### config.mk
export PLATFORM = sky130hd
export DESIGN_NAME = uart_rx_fifo
export DESIGN_NICKNAME = d
export VERILOG_FILES = /design/src/rtl/uart_rx_fifo.sv
export SDC_FILE = /design/constraint.sdc
export NUM_CORES = 1
export LEC_CHECK = 0
export BUFFER_PORTS_ARGS = -buffer_cell sky130_fd_sc_hd__clkbuf_2
export CAP_MARGIN = 20
export CORE_MARGIN = 2
export CORE_UTILIZATION = 30
export DETAILED_ROUTE_END_ITERATION = 12
export GPL_ROUTABILITY_DRIVEN = 1
export GPL_TIMING_DRIVEN = 0
export PLACE_DENSITY = 0.51
export REMOVE_ABC_BUFFERS = 1
export SLEW_MARGIN = 20
export SYNTH_ARGS = -nofsm -noshare
export SYNTH_HDL_FRONTEND = slang
export SYNTH_SLANG_ARGS = --single-unit
export TNS_END_PERCENT = 50
### constraint.sdc
create_clock -name clk_i -period 3.3 [get_ports clk_i]
set_input_delay 0.165 -clock clk_i [delete_from_list [all_inputs] [get_ports clk_i]]
set_output_delay 0.165 -clock clk_i [all_outputs]
set_load 0.005 [all_outputs]
### src/rtl/uart_rx_fifo.sv
// UART receive channel: oversampled deserialiser with runtime frame format,
// feeding a first-word-fall-through RX FIFO with RTS flow control and sticky errors.
module uart_rx_fifo #(
    parameter int DATA_W     = 9,
    parameter int FIFO_DEPTH = 16,
    parameter int OVERSAMPLE = 16,
    parameter int DIV_W      = 16,
    parameter int RTS_MARGIN = 4
) (
    input  logic                              clk_i,
    input  logic                              reset_i,
    input  logic                              en_i,
    input  logic                              rx_i,
    input  logic [DIV_W-1:0]                  baud_div_i,
    input  logic [3:0]                        cfg_bits_i,
    input  logic [1:0]                        cfg_parity_i,
    input  logic                              cfg_stop2_i,
    input  logic                              rpop_i,
    input  logic                              err_clr_i,
    output logic [DATA_W-1:0]                 rdata_o,
    output logic                              rvalid_o,
    output logic [$clog2(FIFO_DEPTH+1)-1:0]   count_o,
    output logic                              rts_o,
    output logic                              parity_err_o,
    output logic                              frame_err_o,
    output logic                              overrun_o
);
    localparam int AW = $clog2(FIFO_DEPTH);
    localparam int CW = $clog2(FIFO_DEPTH+1);
    localparam int OW = $clog2(OVERSAMPLE);
    localparam logic [OW-1:0] OS_MID  = OW'(OVERSAMPLE/2 - 1);
    localparam logic [OW-1:0] OS_LAST = OW'(OVERSAMPLE - 1);
    localparam logic [CW-1:0] RTS_TH  = CW'(FIFO_DEPTH - RTS_MARGIN);

    typedef enum logic [2:0] {IDLE, START, DATA, PARITY, STOP} state_t;

    state_t              state_q, state_d;
    logic                rx_s1_q, rx_s2_q, rx_prev_q;
    logic [DIV_W-1:0]    tick_cnt_q, tick_cnt_d;
    logic [OW-1:0]       os_cnt_q, os_cnt_d;
    logic [3:0]          bit_cnt_q, bit_cnt_d;
    logic [DATA_W-1:0]   shift_q, shift_d;
    logic                par_acc_q, par_acc_d;
    logic                par_bad_q, par_bad_d;
    logic                stop_cnt_q, stop_cnt_d;
    logic [3:0]          bits_q, bits_d;
    logic                par_en_q, par_en_d;
    logic                par_odd_q, par_odd_d;
    logic                stop2_q, stop2_d;
    logic                push_q, push_d;
    logic [DATA_W-1:0]   push_data_q;
    logic                push_perr_q;
    logic                ferr_set;
    logic                fall, tick, sample;

    logic [AW:0]         wptr_q, rptr_q;
    logic [DATA_W-1:0]   mem_q [FIFO_DEPTH];
    logic                full, empty, do_pop, do_push, ovr_set;
    logic                rts_q, perr_q, ferr_q, ovr_q;

    assign fall   = rx_prev_q & ~rx_s2_q;
    assign tick   = (state_q != IDLE) && (tick_cnt_q == '0);
    assign sample = tick && (os_cnt_q == ((state_q == START) ? OS_MID : OS_LAST));

    always_comb begin
        state_d    = state_q;
        tick_cnt_d = tick_cnt_q;
        os_cnt_d   = os_cnt_q;
        bit_cnt_d  = bit_cnt_q;
        shift_d    = shift_q;
        par_acc_d  = par_acc_q;
        par_bad_d  = par_bad_q;
        stop_cnt_d = stop_cnt_q;
        bits_d     = bits_q;
        par_en_d   = par_en_q;
        par_odd_d  = par_odd_q;
        stop2_d    = stop2_q;
        push_d     = 1'b0;
        ferr_set   = 1'b0;

        if (state_q != IDLE) begin
            tick_cnt_d = tick ? baud_div_i : tick_cnt_q - 1'b1;
            if (tick) os_cnt_d = sample ? '0 : os_cnt_q + 1'b1;
        end

        case (state_q)
            IDLE: begin
                if (en_i && fall) begin
                    state_d    = START;
                    tick_cnt_d = baud_div_i;
                    os_cnt_d   = '0;
                    bit_cnt_d  = '0;
                    shift_d    = '0;
                    par_acc_d  = 1'b0;
                    par_bad_d  = 1'b0;
                    stop_cnt_d = 1'b0;
                    bits_d     = (cfg_bits_i < 4'd5 || cfg_bits_i > 4'(DATA_W))
                                 ? 4'(DATA_W) : cfg_bits_i;
                    par_en_d   = ^cfg_parity_i;
                    par_odd_d  = (cfg_parity_i == 2'b01);
                    stop2_d    = cfg_stop2_i;
                end
            end
            START: if (sample) state_d = rx_s2_q ? IDLE : DATA;
            DATA: begin
                if (sample) begin
                    shift_d   = shift_q | (DATA_W'(rx_s2_q) << bit_cnt_q);
                    par_acc_d = par_acc_q ^ rx_s2_q;
                    bit_cnt_d = bit_cnt_q + 1'b1;
                    if (bit_cnt_q == bits_q - 4'd1) state_d = par_en_q ? PARITY : STOP;
                end
            end
            PARITY: begin
                if (sample) begin
                    par_bad_d = rx_s2_q != (par_acc_q ^ par_odd_q);
                    state_d   = STOP;
                end
            end
            STOP: begin
                if (sample) begin
                    if (!rx_s2_q) begin
                        ferr_set = 1'b1;
                        state_d  = IDLE;
                    end else if (stop2_q && !stop_cnt_q) begin
                        stop_cnt_d = 1'b1;
                    end else begin
                        push_d  = 1'b1;
                        state_d = IDLE;
                    end
                end
            end
            default: state_d = IDLE;
        endcase

        // Disabling mid-frame drops everything in flight, including a frame
        // that would have completed this very cycle.
        if (!en_i) begin
            state_d  = IDLE;
            push_d   = 1'b0;
            ferr_set = 1'b0;
        end
    end

    always_ff @(posedge clk_i or posedge reset_i) begin
        if (reset_i) begin
            state_q     <= IDLE;
            rx_s1_q     <= 1'b1;
            rx_s2_q     <= 1'b1;
            rx_prev_q   <= 1'b1;
            tick_cnt_q  <= '0;
            os_cnt_q    <= '0;
            bit_cnt_q   <= '0;
            shift_q     <= '0;
            par_acc_q   <= 1'b0;
            par_bad_q   <= 1'b0;
            stop_cnt_q  <= 1'b0;
            bits_q      <= 4'(DATA_W);
            par_en_q    <= 1'b0;
            par_odd_q   <= 1'b0;
            stop2_q     <= 1'b0;
            push_q      <= 1'b0;
            push_data_q <= '0;
            push_perr_q <= 1'b0;
        end else begin
            state_q     <= state_d;
            rx_s1_q     <= rx_i;
            rx_s2_q     <= rx_s1_q;
            rx_prev_q   <= rx_s2_q;
            tick_cnt_q  <= tick_cnt_d;
            os_cnt_q    <= os_cnt_d;
            bit_cnt_q   <= bit_cnt_d;
            shift_q     <= shift_d;
            par_acc_q   <= par_acc_d;
            par_bad_q   <= par_bad_d;
            stop_cnt_q  <= stop_cnt_d;
            bits_q      <= bits_d;
            par_en_q    <= par_en_d;
            par_odd_q   <= par_odd_d;
            stop2_q     <= stop2_d;
            push_q      <= push_d;
            if (push_d) begin
                push_data_q <= shift_q;
                push_perr_q <= par_bad_q;
            end
        end
    end

    assign empty   = (wptr_q == rptr_q);
    assign full    = (wptr_q[AW] != rptr_q[AW]) && (wptr_q[AW-1:0] == rptr_q[AW-1:0]);
    assign do_pop  = rpop_i && !empty;
    // A pop in the same cycle frees the head slot, so a full FIFO still accepts.
    assign do_push = push_q && (!full || do_pop);
    assign ovr_set = push_q && full && !do_pop;

    always_ff @(posedge clk_i) begin
        if (do_push) mem_q[wptr_q[AW-1:0]] <= push_data_q;
    end

    always_ff @(posedge clk_i or posedge reset_i) begin
        if (reset_i) begin
            wptr_q <= '0;
            rptr_q <= '0;
            rts_q  <= 1'b1;
            perr_q <= 1'b0;
            ferr_q <= 1'b0;
            ovr_q  <= 1'b0;
        end else begin
            if (do_push) wptr_q <= wptr_q + 1'b1;
            if (do_pop)  rptr_q <= rptr_q + 1'b1;
            rts_q  <= !(count_o >= RTS_TH);
            perr_q <= (perr_q & ~err_clr_i) | (push_q & push_perr_q);
            ferr_q <= (ferr_q & ~err_clr_i) | ferr_set;
            ovr_q  <= (ovr_q  & ~err_clr_i) | ovr_set;
        end
    end

    assign count_o      = CW'(wptr_q - rptr_q);
    assign rvalid_o     = !empty;
    assign rdata_o      = empty ? '0 : mem_q[rptr_q[AW-1:0]];
    assign rts_o        = rts_q;
    assign parity_err_o = perr_q;
    assign frame_err_o  = ferr_q;
    assign overrun_o    = ovr_q;
endmodule

==> impl_metrics.csv <==
group,metric,value,unit
status,outcome,"finished clean",
cells_and_area,num_antenna_cells,0,
cells_and_area,nets,750,
run,cap_viol_max_count,0,
floorplanning,die-area,32900,um^2
clock_tree,cts_sinks,218,
floorplanning,fp.coreArea,30800,um^2
synthesis,synth.distinct_cells,57,
synthesis,synth_edf_count,144,
global_routing,grt_pass1_vias,5660,
placement,place.gp.congestion,0.801,
pwr,p_leak,0.00440,uW
synthesis,yosys-top-cells-area,"edfxtp_1 (46%), dfrtp_1 (18%), mux4_2 (11%)",
clock_tree,cts_tree,"built",
cells_and_area,syn_to_final_growth,18.4,%
critical_path,startpoint_type,"flop",
cells_and_area,multi_input_area,3100,um^2
routing,vias,5439,
pwr,internal_power,5030,uW
floorplanning,die_h,181,um
pwr,p_clk_share,35.9,%
min_path,hp-class,"in -> reg",
global_routing,grtUsageTotal,11.6,%
floorplanning,start_util,30.6,%
routing,drt_iter0_markers,386,
clock_tree,post_cts_buffers,0,
sta,slew-limit-headroom,34.0,%
cells_and_area,drive_gt1_share,23.6,%
routing,ant_nets,0,
sta,fin_crit_sh,93.8,%
synthesis,syn_avg_cell_area,15.1,um^2
synthesis,synth_seq_cells,218,
floorplanning,ioPinCount,48,
synthesis,yosysTopAreaCell,"edfxtp_1",
synthesis,synthTopCellsByCount,"edfxtp_1 (144), dfrtp_1 (68), nand2_1 (53)",
routing,routed_wl,18800,um
pwr,pwr_density_cell,610,nW/um^2
sta,finalHoldViolations,0,
synthesis,yosysMostFrequentCell,"edfxtp_1",
synthesis,yosysWarnings,0,
sta,setup_violations,0,
pwr,pwr-share-comb,16.4,%
routing,routedWlPerCell,16.9,um
critical_path,arrival,3.23,ns
synthesis,synth.cell_area,9450,um^2
synthesis,yosysTopAreaCellShare,45.8,%
floorplanning,rows,64,
clock_tree,clock_latency,0.52,ns
cells_and_area,fin_area,11200,um^2
sta,rsz0062_at_grt,"yes",
critical_path,crit_required,3.43,ns
pwr,p_sw_share,26.3,%
floorplanning,die_w,181,um
sta,tightest_slew,0.981,ns
cells_and_area,fillers,2917,
placement,dpl_cell_area,10200,um^2
critical_path,path_class,"reg -> reg",
synthesis,netlist_instances,626,
sta,fin_skew,0.0166,ns
pwr,p_sw,1800,uW
synthesis,async_flop_share,33.9,%
sta,period_minus_slack,3.10,ns
synthesis,synth_seq_area_share,65.4,%
pwr,peakVddDrop,309,uV
placement,hpwl,12800,um
sta,fmax,323,MHz
pwr,p_seq_share,47.7,%
placement,port_buffers,47,
global_routing,antenna_found_initial,1,
pwr,power.total,6820,uW
global_routing,grt_start_max_net_pins,44,
routing,vias_per_cell,4.88,
clock_tree,cts_root_buffer,"clkbuf_16",
sta,slew_violations,0,
critical_path,worst-path-max-fanout,12,
clock_tree,numCtsBuffers,24,
synthesis,yosys_most_used_dff,"edfxtp_1",
clock_tree,h-tree-depth,1,
routing,drtPass1Iterations,4,
clock_tree,clk_pin_slew,0.06,ns
global_routing,grt_overflow,0,
critical_path,critPathCaptureType,"flop",
cells_and_area,seq_area,6190,um^2
clock_tree,clockBufferDepth,3,
global_routing,grt_pass1_wl,31100,um
routing,drc_errors,0,
## cell type report
type,count,share of cell area [%]
multi-input cells,359,27.7
flip-flops and latches,218,55.3
clock inverters,5,0.559
well taps,396,4.43
repair buffers,80,5.37
inverters,22,0.761
clock buffers,35,5.83
## kinds of logic after synthesis
group,after synthesis,share of synthesized area [%]
xor gates and xnor gates,28,2.60
DFF,218,65.4
buffers and inverters,49,2.13
and+or+nand+nor,179,10.1
muxes,60,12.5
adders and majority gates,16,2.20
AOI/OAI and AO/OA,76,5.07
## worst paths after layout
| kind | from | endpoint | slack (ns) | cells after the start |
|---|---|---|---|---|
| max | rptr_q[3] | mem_q[12][7] | 0.20 | 6 |
| max in group asynchronous | reset_i | rx_s1_q | 2.47 | 4 |
| min reg2reg | rx_s1_q | rx_s2_q | 0.35 | 0 |
| max reg2reg | rptr_q[3] | mem_q[12][7] | 0.20 | 6 |
| min in group asynchronous | reset_i | rptr_q[3] | 0.22 | 3 |
| min | cfg_parity_i[1] | par_en_q | 0.02 | 4 |
## placed cells by master, fill, tap and decap left out, types with 5 or more instances in the layout
master | synthesis | layout
a21oi_1 | 13 | 13
a31oi_1 | 5 | 5
and2_1 | 10 | 10
clkbuf_1 | 18 | 10
clkbuf_16 | 0 | 24
clkbuf_2 | 0 | 47
dfrtp_1 | 68 | 66
dfstp_2 | 6 | 6
dlygate4sd3_1 | 0 | 26
edfxtp_1 | 144 | 144
ha_1 | 15 | 15
inv_1 | 22 | 21
mux2_2 | 11 | 11
mux4_2 | 45 | 45
nand2_1 | 53 | 53
nand2b_1 | 8 | 8
nand3_1 | 17 | 17
nand4_1 | 10 | 10
nor2_1 | 32 | 26
nor2_2 | 0 | 6
nor3_1 | 15 | 10
nor3_2 | 0 | 5
o21ai_0 | 27 | 26
o31ai_1 | 7 | 7
or3_1 | 5 | 5
xnor2_1 | 25 | 25
## sequential cells by signal (all words and copies together), names as in the netlist, 3 cells and up
| name | cells |
|---|---|
| shift_q | 9 |
| wptr_q | 5 |
| tick_cnt_q | 16 |
| bit_cnt_q | 4 |
| rptr_q | 5 |
| mem_q | 144 |
| bits_q | 4 |
| os_cnt_q | 4 |
| push_data_q | 9 |
| state_q | 3 |
## power by group through the flow
stage	clock network, uW	registers (uW)	logic [uW]
floorplan	0	3360	680
global placement	0	3480	862
detailed placement	0	3310	1110
CTS	2520	3260	1140
global route	2650	3290	1240
finish	2450	3260	1120
## through the flow
| step | setup WS, ns | hold WS, ns | util (%) | setup TNS [ns] | cells |
|---|---|---|---|---|---|
| final | 0.204 | 0.0188 | 36.3 | 0 | 1115 |
| after global routing | -0.0441 | 0.0428 | 36.3 | -1.52 | 1115 |
| after global placement | -1.78 | 0.256 | 32.6 | -213.04 | 1042 |
| after CTS | 0.0112 | 0.0175 | 36.2 | 0 | 1115 |
| after floorplan | -0.404 | 0.169 | - | -26.81 | 599 |
| after detailed placement | -0.00390 | 0.206 | 33.1 | -0.0268 | 1049 |
## timing repair
action,4_1_cts,5_1_grt
gates resized for setup,2,4
setup endpoints to repair,13,79
hold buffers,26,0
hold endpoints to repair,60,0
## worst max-delay path, cell delays in order, from the launching register on
cell     delay (ns)
dfrtp_1        0.35
inv_1          0.53
ha_1           0.39
nand4_1        0.15
o31a_1         0.33
nand2_1        0.24
nor2_1         0.72
## metal layers
metal	wire, um	part of all wire, %	GRT usage (%)
met1	8620	46	15.8
met2	9060	48	19.6
met3	790	4.2	2.03
met4	331	1.8	2.50
met5	0	0	0
No activity file was read; power rests on OpenSTA's default activity.
